**config.mk**
```make
export PLATFORM = sky130hd
export DESIGN_NAME = muldiv_unit_flat
export DESIGN_NICKNAME = d
export VERILOG_FILES = /design/src/rtl/muldiv_unit_pkg.sv /design/src/rtl/muldiv_unit_if.sv /design/src/rtl/muldiv_unit_md_step.sv /design/src/rtl/muldiv_unit.sv /design/src/flat_wrapper.sv
export SDC_FILE = /design/constraint.sdc
export NUM_CORES = 1
export LEC_CHECK = 0
export ABC_CLOCK_PERIOD_IN_PS = 13200
export BUFFER_PORTS_ARGS = -buffer_cell sky130_fd_sc_hd__buf_2
export CAP_MARGIN = 25
export CORE_UTILIZATION = 55
export DETAILED_ROUTE_END_ITERATION = 16
export PLACE_DENSITY = 0.82
export RECOVER_POWER = 100
export REMOVE_ABC_BUFFERS = 1
export SETUP_SLACK_MARGIN = 0.4
export SYNTH_ARGS = -nofsm -noshare
export SYNTH_HDL_FRONTEND = slang
export SYNTH_SLANG_ARGS = --single-unit
export TNS_END_PERCENT = 10
```
**constraint.sdc**
```tcl
create_clock -name clk -period 13.2 [get_ports clk]
set_clock_uncertainty 0.1 [all_clocks]
set_input_delay 0.66 -clock clk [delete_from_list [all_inputs] [get_ports clk]]
set_output_delay 0.66 -clock clk [all_outputs]
set_load 0.05 [all_outputs]
```
**src/rtl/muldiv_unit_pkg.sv**
```systemverilog
// Shared types and constants for the HI/LO multiply/divide engine.
package muldiv_unit_pkg;

  localparam int MD_ITERS = 32;

  typedef enum logic [2:0] {
    MD_MULT  = 3'd0,
    MD_MULTU = 3'd1,
    MD_DIV   = 3'd2,
    MD_DIVU  = 3'd3,
    MD_MTHI  = 3'd4,
    MD_MTLO  = 3'd5
  } muldiv_op_t;

  typedef enum logic [1:0] {
    IDLE = 2'd0,
    RUN  = 2'd1,
    FIX  = 2'd2
  } muldiv_state_t;

  // Ops that occupy the engine for the full iterative sequence.
  function automatic logic is_long_op(muldiv_op_t op);
    return op inside {MD_MULT, MD_MULTU, MD_DIV, MD_DIVU};
  endfunction

  function automatic logic is_div_op(muldiv_op_t op);
    return op inside {MD_DIV, MD_DIVU};
  endfunction

  function automatic logic is_signed_op(muldiv_op_t op);
    return op inside {MD_MULT, MD_DIV};
  endfunction

endpackage

```
**src/rtl/muldiv_unit_if.sv**
```systemverilog
// Pipeline-side handshake and HI/LO read bus of the multiply/divide engine.
interface muldiv_unit_if
  import muldiv_unit_pkg::*;
#(
  parameter int WIDTH = MD_ITERS
);

  logic             start;
  muldiv_op_t       op;
  logic [WIDTH-1:0] src_a;
  logic [WIDTH-1:0] src_b;
  logic             abort;
  logic             busy;
  logic             done;
  logic [WIDTH-1:0] hi;
  logic [WIDTH-1:0] lo;

  modport master (
    output start, op, src_a, src_b, abort,
    input  busy, done, hi, lo
  );

  modport slave (
    input  start, op, src_a, src_b, abort,
    output busy, done, hi, lo
  );

endinterface

```
**src/rtl/muldiv_unit_md_step.sv**
```systemverilog
// One radix-2 iteration: shift-add multiply or restoring divide on a
// 2*WIDTH accumulator holding {upper, lower} halves.
module muldiv_unit_md_step
  import muldiv_unit_pkg::*;
#(
  parameter int WIDTH = MD_ITERS
) (
  input  logic               is_div,
  input  logic [2*WIDTH-1:0] acc,
  input  logic [WIDTH-1:0]   operand,
  output logic [2*WIDTH-1:0] acc_next
);

  logic [WIDTH:0] sum;
  logic [WIDTH:0] part_rem;
  logic [WIDTH:0] diff;

  // NOTE: every always_comb output gets a value on every path, otherwise a latch is inferred.
  always_comb begin
    // Multiply: acc = {partial product, remaining multiplier bits}.
    sum      = {1'b0, acc[2*WIDTH-1:WIDTH]} + (acc[0] ? {1'b0, operand} : '0);
    // Divide: acc = {remainder, remaining dividend bits / quotient bits}.
    part_rem = acc[2*WIDTH-1:WIDTH-1];
    diff     = part_rem - {1'b0, operand};

    if (is_div) begin
      if (diff[WIDTH]) acc_next = {acc[2*WIDTH-2:0], 1'b0};
      else             acc_next = {diff[WIDTH-1:0], acc[WIDTH-2:0], 1'b1};
    end else begin
      acc_next = {sum, acc[WIDTH-1:1]};
    end
  end

endmodule

```
**src/rtl/muldiv_unit.sv**
```systemverilog
// Iterative MULT/MULTU/DIV/DIVU engine owning the architectural HI/LO registers,
// with immediate MTHI/MTLO writes and an abort for pipeline flush.
module muldiv_unit
  import muldiv_unit_pkg::*;
#(
  parameter int WIDTH = MD_ITERS
) (
  input  logic         clk,
  input  logic         reset,
  muldiv_unit_if.slave bus
);

  localparam int               CNT_W     = $clog2(WIDTH) + 1;
  localparam logic [CNT_W-1:0] LAST_STEP = CNT_W'(WIDTH - 1);

  muldiv_state_t      state, state_next;
  logic [CNT_W-1:0]   cnt;
  logic [2*WIDTH-1:0] acc, acc_next, prod_fixed;
  logic [WIDTH-1:0]   operand, hi_q, lo_q, mag_a, mag_b, fix_hi, fix_lo;
  logic               is_div_q, res_neg_q, rem_neg_q, done_q;
  logic               busy, idle_req, load_en, step_en, mthi_en, mtlo_en, fix_en;
  logic               sign_a, sign_b, op_div;

  muldiv_unit_md_step #(.WIDTH(WIDTH)) u_step (
    .is_div   (is_div_q),
    .acc      (acc),
    .operand  (operand),
    .acc_next (acc_next)
  );

  // NOTE: sequential state uses non-blocking assignments so every flop samples pre-edge values.
  always_ff @(posedge clk or posedge reset) begin
    if (reset) state <= IDLE;
    else       state <= state_next;
  end

  always_comb begin
    state_next = state;
    if (bus.abort) begin
      state_next = IDLE;
    end else begin
      unique case (state)
        IDLE:    if (bus.start && is_long_op(bus.op)) state_next = RUN;
        RUN:     if (cnt == LAST_STEP)                state_next = FIX;
        FIX:     state_next = IDLE;
        default: state_next = IDLE;
      endcase
    end
  end

  always_comb begin
    busy     = (state != IDLE);
    idle_req = (state == IDLE) && bus.start && !bus.abort;
    load_en  = idle_req && is_long_op(bus.op);
    mthi_en  = idle_req && (bus.op == MD_MTHI);
    mtlo_en  = idle_req && (bus.op == MD_MTLO);
    step_en  = (state == RUN);
    // Abort wins over the final write so a flushed op never touches HI/LO.
    fix_en   = (state == FIX) && !bus.abort;
  end

  always_comb begin
    op_div = is_div_op(bus.op);
    sign_a = is_signed_op(bus.op) && bus.src_a[WIDTH-1];
    sign_b = is_signed_op(bus.op) && bus.src_b[WIDTH-1];
    mag_a  = sign_a ? -bus.src_a : bus.src_a;
    mag_b  = sign_b ? -bus.src_b : bus.src_b;
  end

  always_comb begin
    prod_fixed = res_neg_q ? -acc : acc;
    if (is_div_q) begin
      fix_lo = res_neg_q ? -acc[WIDTH-1:0] : acc[WIDTH-1:0];
      fix_hi = rem_neg_q ? -acc[2*WIDTH-1:WIDTH] : acc[2*WIDTH-1:WIDTH];
    end else begin
      fix_hi = prod_fixed[2*WIDTH-1:WIDTH];
      fix_lo = prod_fixed[WIDTH-1:0];
    end
  end

  always_ff @(posedge clk or posedge reset) begin
    if (reset) begin
      cnt       <= '0;
      acc       <= '0;
      operand   <= '0;
      is_div_q  <= 1'b0;
      res_neg_q <= 1'b0;
      rem_neg_q <= 1'b0;
      done_q    <= 1'b0;
      hi_q      <= '0;
      lo_q      <= '0;
    end else begin
      done_q <= fix_en;

      if (load_en) begin
        cnt      <= '0;
        is_div_q <= op_div;
        // A zero divisor yields the raw all-ones quotient, so its sign fix is suppressed.
        res_neg_q <= (sign_a ^ sign_b) && !(op_div && (bus.src_b == '0));
        rem_neg_q <= sign_a;
        if (op_div) begin
          acc     <= {{WIDTH{1'b0}}, mag_a};
          operand <= mag_b;
        end else begin
          acc     <= {{WIDTH{1'b0}}, mag_b};
          operand <= mag_a;
        end
      end else if (step_en) begin
        acc <= acc_next;
        cnt <= cnt + CNT_W'(1);
      end

      if (mthi_en) hi_q <= bus.src_a;
      if (mtlo_en) lo_q <= bus.src_a;
      if (fix_en) begin
        hi_q <= fix_hi;
        lo_q <= fix_lo;
      end
    end
  end

  assign bus.busy = busy;
  assign bus.done = done_q;
  assign bus.hi   = hi_q;
  assign bus.lo   = lo_q;

endmodule

```
**src/flat_wrapper.sv**
```systemverilog
// flat-port wrapper written by rule: the top's interface ports become plain ports
module muldiv_unit_flat import muldiv_unit_pkg::*;
#(
  parameter int WIDTH = MD_ITERS
)
  (clk, reset, bus_start, bus_op, bus_src_a, bus_src_b, bus_abort, bus_busy, bus_done, bus_hi, bus_lo);
  muldiv_unit_if #(.WIDTH(WIDTH)) bus_i ();
  input  logic clk;
  input  logic reset;
  input wire logic [$bits(bus_i.start)-1:0] bus_start;
  input wire logic [$bits(bus_i.op)-1:0] bus_op;
  input wire logic [$bits(bus_i.src_a)-1:0] bus_src_a;
  input wire logic [$bits(bus_i.src_b)-1:0] bus_src_b;
  input wire logic [$bits(bus_i.abort)-1:0] bus_abort;
  output wire logic [$bits(bus_i.busy)-1:0] bus_busy;
  output wire logic [$bits(bus_i.done)-1:0] bus_done;
  output wire logic [$bits(bus_i.hi)-1:0] bus_hi;
  output wire logic [$bits(bus_i.lo)-1:0] bus_lo;
  assign bus_i.start = bus_start;
  assign bus_i.op = bus_op;
  assign bus_i.src_a = bus_src_a;
  assign bus_i.src_b = bus_src_b;
  assign bus_i.abort = bus_abort;
  assign bus_busy = bus_i.busy;
  assign bus_done = bus_i.done;
  assign bus_hi = bus_i.hi;
  assign bus_lo = bus_i.lo;
  muldiv_unit #(.WIDTH(WIDTH)) u_core (.clk(clk), .reset(reset), .bus(bus_i));
endmodule
```
==> flow_metrics.tcl, run 1 <==
set metrics [dict create \
    finalNetCount 2050 \
    rows 59 \
    grt_max_degree 102 \
    dr.pass1.iters 6 \
    drive_above_1_share 0.07184 \
    p_leak_nw 6.878 \
    htreeDepth 4 \
    startpoint_type "input port" \
    setup_ws_ps 6467 \
    drc 0 \
    yosys.area.top_type_share 0.2940 \
    dp_cells 2220 \
    drtAntennaViolNets 0 \
    antenna_found_initial 0 \
    layout_commonest_cell "nand2_1" \
    fmax_mhz 148.5 \
    ys_ff_latch 172 \
    run_status "finished, violations left" \
    crit_family "buffers and inverters" \
    cpPeakStageDelay_ps 3920 \
    io_pins 137 \
    synth_largest_area_cell "dfrtp_1" \
    netlist_instances 1839 \
    gp_congestion 0.9770 \
    totalWireLength_mm 44.96 \
    io_buffers 136 \
    wl_per_cell_um 19.93 \
    drt_iter0_drc 1573 \
    seq_area_frac_synth 0.2940 \
    synth_ff_type "dfrtp_1" \
    ys_warn_count 0 \
    hold_violations 0 \
    fin_setup_tns_ps 0 \
    slew_violations 402 \
    p_switching_w 0.001741 \
    p_per_area_mw_per_mm2 215.4 \
    seq_power_share 0.266 \
    crit_fanout 99 \
    cp.arrival_ps 5390 \
    critPathKind "input port to asynchronous set/reset pin" \
    finalCritPeriodShare 0.5101 \
    die_x_um 165.2 \
    period_minus_slack_ps 6733 \
    maxSlewHeadroom -2.751 \
    maxCapViolations 6 \
    crit_path_top_delay_cell "clkbuf_1" \
    grt_pass1_vias 13360 \
    total_power_w 0.003446 \
    avgViaCountPerCell 6.419 \
    die_area_mm2 0.02727 \
    cts_tree "done" \
    endpoint_kind "asynchronous set/reset pin" \
    cts_max_path_buffers 2 \
    root_buffer "clkbuf_16" \
    syn_to_final_growth_pct 9.247 \
    crit_top_cell "clkbuf_1" \
    dp_hpwl_mm 32.77 \
    coreArea_mm2 0.02606 \
    swShare 0.5052 \
    worst_slew_pin_slew_ps 5627 \
    async_flop_share 1.000 \
    layout_common_cells "nand2_1 (211), o21ai_0 (203), dfrtp_1 (171)" \
    worstPathRequired_ps 11860 \
    clkLatencyLatePin_ps 440 \
    cts_inserted_buffers 17 \
    cp_num_buf_inv 4 \
    irDropWorstVdd_uv 103.6 \
    synth.area.top_cells "dfrtp_1 (29%), mux2i_1 (7.2%), o21ai_0 (6.9%), xnor2_1 (6.5%), ha_1 (5.9%)" \
    grt_setup_unrepaired "no" \
    cts.sinks 172 \
    clkTransAtPathRegs_ps 80 \
    fp.dieH_um 165.2 \
    synth.avg_cell_area_um2 7.961 \
    ff2ff_setup_slack_ps 7390 \
    hold_path.class "input port to flip-flop" \
    cts-resized-gates 0 \
    syn_area_mm2 0.01464 \
    grt_use_total 0.3278 \
    internal_power_w 0.001705 \
    synth-edff-count 0 \
    p_clk_frac 0.152 \
    antennaDiodeCount 0 \
    setup_viol 0 \
    synth_cell_type_count 73 \
    start_util 0.5618 \
    post-route-util 0.6138 \
    p_comb_frac 0.581 \
    grt-ovfl-total 0 \
    path_cells "dlygate4sd3_1, clkbuf_1, clkinvlp_2, clkbuf_1" \
    violations "capacitance limit, slew limit" \
    stdcell_count 2256 \
    dpl_worst_slack_ps 8252 \
    grt_pass1_wl_mm 69.73 \
    via_count 14480 \
]
through the flow:
stage          hold WS, ps  cell area, um2
2_1_floorplan        349.7           14210
3_3_place_gp         361.3           15520
3_5_place_dp         366.6           15520
4_1_cts              333.5           16120
5_1_grt              327.7           15990
6_report             326.0           15990
final timing paths:
kind | from | to | depth (start not counted)
worst max register to register | u_core.acc[0] | u_core.bus.hi[28] | 12
worst min register to register | u_core.operand[23] | u_core.operand[23] | 1
min in group asynchronous | reset | u_core.bus.lo[4] | 3
worst min-delay path | bus_abort | u_core.state[1] | 2
max in group clk | u_core.acc[0] | u_core.bus.hi[28] | 12
worst max-delay path | reset | u_core.is_div_q | 4
cells by family after synthesis:
logic type / after synthesis / synth area share
adder cells (fa/ha/maj): 71 / 0.06170
XOR/XNOR: 171 / 0.1023
AO/OA/AOI/OAI: 584 / 0.2449
buffers and inverters: 177 / 0.04632
flip-flops: 172 / 0.2940
AND/OR/NAND/NOR: 554 / 0.1752
multiplexers: 110 / 0.07555
power groups by stage:
stage                     registers (W)  clock network [W]  logic [W]
after floorplan                 0.00103                  0    0.00133
after global placement         0.000906                  0    0.00193
after detailed placement       0.000914                  0    0.00197
after CTS                      0.000905           0.000528    0.00199
after global routing           0.000936           0.000548    0.00218
final                          0.000918           0.000525    0.00200
Yosys cell counts (12+ instances only):
| cell type | n |
|---|---|
| nor4_1 | 14 |
| xor2_1 | 63 |
| or4_1 | 13 |
| o211ai_1 | 48 |
| clkbuf_1 | 94 |
| nand2b_1 | 19 |
| dfrtp_1 | 172 |
| nand4_1 | 19 |
| ha_1 | 69 |
| a31oi_1 | 13 |
| o31ai_1 | 21 |
| mux2i_1 | 106 |
| nor3_1 | 37 |
| nand3_1 | 18 |
| or3_1 | 12 |
| o21ai_0 | 201 |
| nand2_1 | 211 |
| buf_1 | 12 |
| inv_1 | 65 |
| nor2_1 | 156 |
| a21oi_1 | 155 |
| a21o_1 | 30 |
| a211oi_1 | 14 |
| xnor2_1 | 108 |
| a22oi_1 | 14 |
| o221ai_1 | 15 |
| nor2b_1 | 17 |
per-layer routing:
layer,GRT usage,share of wire,up-vias
met1,0.4287,0.41,6877
li1,-,-,6736
met4,0.1443,0.037,0
met2,0.5329,0.46,737
met3,0.05220,0.090,131
met5,0,0,-
final cells by class:
class | count | area (um2)
Timing Repair Buffer | 162 | 784.5
Clock buffer | 17 | 425.4
Multi-Input combinational cell | 1490 | 9637
Sequential cell | 172 | 4305
Tap cell | 335 | 419.2
Clock inverter | 15 | 177.7
Inverter | 65 | 245.2
Fill cell | 2213 | 10060
registers in the layout, summed over array words and instances (netlist names):
signal and flops:
u_core.acc 64, u_core.bus.done 1, u_core.bus.hi 32, u_core.bus.lo 32, u_core.cnt 6, u_core.is_div_q 1, u_core.operand 32, u_core.rem_neg_q 1
u_core.res_neg_q 1, u_core.state 2
what timing repair did:
action | in CTS | in global routing
endpoints found under the hold margin | 0 | 2
hold buffers | 0 | 1
setup buffers | 0 | 0
No activity file was read; power rests on OpenSTA's default activity.
==> run 2, diff against run 1 <==
--- a/config.mk
+++ b/config.mk
@@ -5,12 +5,12 @@
 export SDC_FILE = /design/constraint.sdc
 export NUM_CORES = 1
 export LEC_CHECK = 0
-export ABC_CLOCK_PERIOD_IN_PS = 13200
+export ABC_CLOCK_PERIOD_IN_PS = 5600
 export BUFFER_PORTS_ARGS = -buffer_cell sky130_fd_sc_hd__buf_2
 export CAP_MARGIN = 25
 export CORE_UTILIZATION = 55
 export DETAILED_ROUTE_END_ITERATION = 16
-export PLACE_DENSITY = 0.82
+export PLACE_DENSITY = 0.85
 export RECOVER_POWER = 100
 export REMOVE_ABC_BUFFERS = 1
 export SETUP_SLACK_MARGIN = 0.4
==> constraint.sdc (replaced) <==
create_clock -name clk -period 5.6 [get_ports clk]
set_clock_uncertainty 0.1 [all_clocks]
set_input_delay 0.28 -clock clk [delete_from_list [all_inputs] [get_ports clk]]
set_output_delay 0.28 -clock clk [all_outputs]
set_load 0.05 [all_outputs]
==> run 2 against run 1 <==
Net effect:
- the flow still finishes with violations (capacitance limit, slew limit)
- sequential cell count did not move
- worst setup slack got worse by 5800 ps
- routed wire length fell by 0.12%
- sequential power increased by 140%
- critical path type is now flip-flop to flip-flop
- critical endpoint is now u_core.bus.hi[28]
==> flow_metrics.tcl, run 2 (synthesis gave the netlist of run 1 again) <==
set metrics [dict create \
    run_status "finished, violations left" \
    violations "capacitance limit, slew limit" \
    grt_max_degree 89 \
    internal_power_w 0.003944 \
    startpoint_type "flip-flop" \
    dp_cells 2218 \
    fmax_mhz 202.5 \
    p_leak_nw 6.878 \
    maxSlewHeadroom -1.588 \
    avgViaCountPerCell 6.363 \
    cts-resized-gates 0 \
    grt_util_met1 0.4438 \
    worstReg2RegStart "u_core.acc[0]" \
    cp.arrival_ps 5200 \
    syn_to_final_growth_pct 8.641 \
    io_buffers 136 \
    fin_area_mm2 0.01591 \
    finalCritPeriodShare 0.8818 \
    dp_hpwl_mm 33.16 \
    p_per_area_mw_per_mm2 503.2 \
    endpoint_kind "flip-flop" \
    gp_congestion 0.9720 \
    hold_path.class "input port to flip-flop" \
    totalWireLength_mm 44.90 \
    fin_setup_tns_ps 0 \
    path_cells "inv_1, ha_1, or3b_1, or4_1, nand4b_4, o41ai_1, and3_1, nand2_1, o41ai_1, xnor2_1, nand2_1, o21ai_1" \
    fillers 2241 \
    antenna_found_initial 0 \
    grt-ovfl-total 0 \
    grt_use_total 0.3313 \
    dr.pass1.iters 6 \
    met2_usage 0.5312 \
    p_clk_frac 0.150 \
    cts.sinks 172 \
    setup_viol 0 \
    grt_setup_unrepaired "no" \
    htreeDepth 4 \
    seq_area_mm2 0.004305 \
    grt_pass1_vias 13230 \
    drtAntennaViolNets 0 \
    start_util 0.5618 \
    root_buffer "clkbuf_16" \
    grt_util_met3 0.05370 \
    die_x_um 165.2 \
    irDropWorstVdd_uv 313.8 \
    largest_reg_flops 64 \
    grt_busiest_layer "met2" \
    crit_path_top_delay_cell "o41ai_1" \
    layout_common_cells "nand2_1 (211), o21ai_0 (202), dfrtp_1 (171)" \
    swShare 0.5072 \
    maxCapViolations 7 \
    rows 59 \
    die_area_mm2 0.02727 \
    grt_pass1_wl_mm 70.35 \
    clkTransAtPathRegs_ps 80 \
    finalNetCount 2046 \
    hold_violations 0 \
    worst_slew_pin_slew_ps 3860 \
    dpl_cell_area_mm2 0.01552 \
    antennaDiodeCount 0 \
    clkLatencyLatePin_ps 450 \
    p_comb_frac 0.580 \
    top_register "u_core.acc" \
    worstPathRequired_ps 5870 \
    critPathLaunch "u_core.acc[0]" \
    multiInputGateArea_mm2 0.009629 \
    cts_tree "done" \
    fp.dieH_um 165.2 \
    period_minus_slack_ps 4938 \
    hp-start "bus_src_a[1]" \
    critPathKind "flip-flop to flip-flop" \
    stdcell_count 2252 \
    cpPeakStageDelay_ps 1250 \
    drc 0 \
    coreArea_mm2 0.02606 \
    io_pins 137 \
    slew_violations 354 \
    cts_inserted_buffers 17 \
    drt_iter0_drc 1471 \
    wl_per_cell_um 19.94 \
    via_count 14330 \
    postCtsSetupBuffers 0 \
    drive_above_1_share 0.07042 \
    layout_commonest_cell "nand2_1" \
    seq_power_share 0.270 \
    cts_max_path_buffers 2 \
    crit_fanout 9 \
    p_switching_w 0.004059 \
]
==> run 2: through the flow <==
step                      hold WS [ps]    util  setup WS (ps)  power (W)
after floorplan                  252.7       -          -1805   0.005560
after global placement           360.7  0.5954           1275   0.006673
after detailed placement         370.8  0.5954           1137   0.006763
after CTS                        93.23  0.6182           1116   0.007977
after global routing             111.4  0.6104          346.0   0.008521
final                            98.98  0.6104          662.1   0.008003
==> run 2: power groups by stage <==
stage | registers (W) | logic [W] | clock network (W)
floorplan | 0.00243 | 0.00313 | 0
global placement | 0.00213 | 0.00454 | 0
detailed placement | 0.00215 | 0.00461 | 0
CTS | 0.00213 | 0.00465 | 0.00120
global route | 0.00221 | 0.00507 | 0.00125
finish | 0.00216 | 0.00464 | 0.00120
==> run 2: area by class of cell <==
| cell class | count | share of cell area |
|---|---|---|
| Multi-Input combinational cell | 1490 | 0.6054 |
| Sequential cell | 172 | 0.2707 |
| Timing Repair Buffer | 158 | 0.04602 |
| Clock buffer | 17 | 0.02675 |
| Tap cell | 335 | 0.02635 |
| Inverter | 65 | 0.01542 |
| Clock inverter | 15 | 0.009361 |
==> run 2: what timing repair did <==
action | in CTS | in global routing
endpoints found under the hold margin | 87 | 0
hold buffers | 2 | 0
endpoints found under the setup margin | 0 | 0
==> run 2: final timing paths <==
kind | end | slack, ps | depth (start not counted)
max | u_core.bus.hi[28] | 660 | 12
min | u_core.bus.hi[1] | 100 | 3
max reg2reg | u_core.bus.hi[28] | 660 | 12
min reg2reg | u_core.state[1] | 390 | 1
max in group asynchronous | u_core.acc[50] | 1320 | 4
min in group asynchronous | u_core.acc[5] | 1420 | 3
==> run 2: routing by layer <==
metal	part of all wire	up-vias
li1	-	6726
met1	0.42	6756
met2	0.46	736
met3	0.086	111
met4	0.032	0
met5	0	-
==> run 2: critical path, delay by kind of cell (launching register included) <==
family / cells / cell delay [ps]
AND/OR/NAND/NOR: 6 / 1930
AO/OA/AOI/OAI: 3 / 1670
buffers and inverters: 1 / 290
flip-flops: 1 / 470
adder cells (fa/ha/maj): 1 / 230
XOR/XNOR: 1 / 160
==> run 3, diff against run 2 <==
--- a/config.mk
+++ b/config.mk
@@ -8,10 +8,12 @@
 export ABC_CLOCK_PERIOD_IN_PS = 5600
 export BUFFER_PORTS_ARGS = -buffer_cell sky130_fd_sc_hd__buf_2
 export CAP_MARGIN = 25
-export CORE_UTILIZATION = 55
+export CELL_PAD_IN_SITES_DETAIL_PLACEMENT = 2
+export CELL_PAD_IN_SITES_GLOBAL_PLACEMENT = 2
+export CORE_UTILIZATION = 33
 export DETAILED_ROUTE_END_ITERATION = 16
 export PLACE_DENSITY = 0.85
-export RECOVER_POWER = 100
+export RECOVER_POWER = 50
 export REMOVE_ABC_BUFFERS = 1
 export SETUP_SLACK_MARGIN = 0.4
 export SYNTH_ARGS = -nofsm -noshare
==> run 3 against run 2 <==
Net effect:
- combinational power rose by 9.5%
- sequential share of layout area fell by 0.78 points
- first-iteration DRC count shrank 32%
- highest routed layer unchanged
- worst setup slack gained 280 ps
- non-clock buffer count grew 6
- the flow still finishes with violations (capacitance limit, slew limit)
- clock power is 3% higher
- clock-buffer cell count rose by 2
- hold slack worse by 15 ps
- die area is 66% higher
- final area up 3.0%
==> flow_metrics.tcl, run 3 (synthesis gave the netlist of run 1 again) <==
set metrics [dict create \
    cts_max_path_buffers 2 \
    clkLatencyLatePin_ps 480 \
    die_area_mm2 0.04521 \
    die_x_um 212.6 \
    maxCapViolations 4 \
    cp.arrival_ps 4900 \
    avgViaCountPerCell 5.947 \
    antenna_found_initial 0 \
    postCtsSetupBuffers 0 \
    io_buffers 136 \
    startpoint_type "flip-flop" \
    drtAntennaViolNets 0 \
    syn_to_final_growth_pct 11.88 \
    cts-resized-gates 0 \
    crit_path_top_delay_cell "o41ai_1" \
    path_cells "inv_1, nor2_1, ha_1, and3_1, a221oi_1, a31oi_1, o41ai_1, o21a_1, o21ai_0, a31o_2, a2111oi_0, a211oi_1" \
    total_power_w 0.008550 \
    crit_fanout 11 \
    dpl_cell_area_mm2 0.01587 \
    drc 0 \
    start_util 0.3369 \
    p_per_area_mw_per_mm2 522.0 \
    setup_viol 0 \
    violations "capacitance limit, slew limit" \
    rows 76 \
    run_status "finished, violations left" \
    crit_family "compound AO/OA/AOI/OAI gates" \
    coreArea_mm2 0.04346 \
    antennaDiodeCount 0 \
    period_minus_slack_ps 4660 \
    hold_path.class "input port to flip-flop" \
    drive_above_1_share 0.08216 \
    endpoint_kind "flip-flop" \
    layout_commonest_cell "nand2_1" \
    top_register "u_core.acc" \
    grt_max_degree 111 \
    irDropWorstVdd_uv 279.1 \
    p_leak_nw 6.951 \
    grt_use_total 0.2733 \
    slew_violations 305 \
    layout_common_cells "nand2_1 (211), o21ai_0 (201), dfrtp_1 (171)" \
    htreeDepth 4 \
    cts_tree "done" \
    cpPeakStageDelay_ps 710 \
    dr.pass1.iters 5 \
    worst_slew_pin_slew_ps 3200 \
    cts.sinks 172 \
    cts_inserted_buffers 17 \
    grt_pass1_vias 16240 \
    grt_setup_unrepaired "no" \
    grt-ovfl-total 0 \
    wl_per_cell_um 24.47 \
    io_pins 137 \
    grt_pass1_wl_mm 94.43 \
    gp_congestion 0.9058 \
    fp.dieH_um 212.6 \
    finalCritPeriodShare 0.8321 \
    critPathKind "flip-flop to flip-flop" \
    largest_reg_flops 64 \
    fmax_mhz 214.6 \
    maxSlewHeadroom -1.145 \
    hold_violations 0 \
    fin_setup_tns_ps 0 \
    cp_num_buf_inv 1 \
    via_count 14910 \
    totalWireLength_mm 61.36 \
    dp_hpwl_mm 46.25 \
    worstPathRequired_ps 5840 \
    fin_area_mm2 0.01638 \
    drt_iter0_drc 993 \
    finalNetCount 2052 \
    root_buffer "clkbuf_16" \
    clkTransAtPathRegs_ps 80 \
]
==> run 3: routing by layer <==
layer,vias up,GRT usage,part of all wire
met5,-,0,0
met4,0,0.1317,0.040
li1,6725,-,-
met2,326,0.4763,0.49
met3,125,0.02216,0.028
met1,7738,0.3392,0.44
==> run 3: where the power goes <==
part | internal, W | switching (W) | total [W]
Sequential | 0.00160 | 0.000626 | 0.00223
Combinational | 0.00183 | 0.00325 | 0.00508
Clock | 0.000646 | 0.000597 | 0.00124
Total | 0.00408 | 0.00447 | 0.00855
==> run 3: final timing paths <==
kind | startpoint | end | slack (ps) | cells past startpoint
max | u_core.acc[0] | u_core.acc[63] | 940 | 12
min | bus_src_b[31] | u_core.res_neg_q | 80 | 4
max reg2reg | u_core.acc[0] | u_core.acc[63] | 940 | 12
min reg2reg | u_core.operand[22] | u_core.operand[22] | 390 | 1
max in group asynchronous | reset | u_core.is_div_q | 1270 | 4
min in group asynchronous | reset | u_core.bus.lo[7] | 1180 | 3
==> run 3: worst min-delay path: cells and delay by family <==
kind	cells	cell delay, ps
XOR/XNOR	1	70
buffers and inverters	1	120
AND/OR/NAND/NOR	2	160
==> run 3: what timing repair did <==
item                                   in CTS  in global routing
setup endpoints to repair                   0                  0
endpoints found under the hold margin      64                  0
hold buffers                                2                  0
==> run 3: cell type report <==
cell class	instances	area [um2]
clock inverter	13	127.6
clock buffer	19	452.9
tap	585	732.0
timing repair buffer	164	813.3
inverter	65	245.2
sequential	172	4305
multi-input combinational	1490	9703
fill	5041	27080
==> run 3: stage by stage <==
stage          utilization  std cells  worst slack (ps)  hold WS, ps
2_1_floorplan            -       1727             -1805        252.7
3_3_place_gp        0.3649       2471              1314        307.5
3_5_place_dp        0.3652       2473              1057        326.4
4_1_cts             0.3790       2507              1014        69.45
5_1_grt             0.3769       2508             581.8        92.13
6_report            0.3769       2508             940.1        84.38
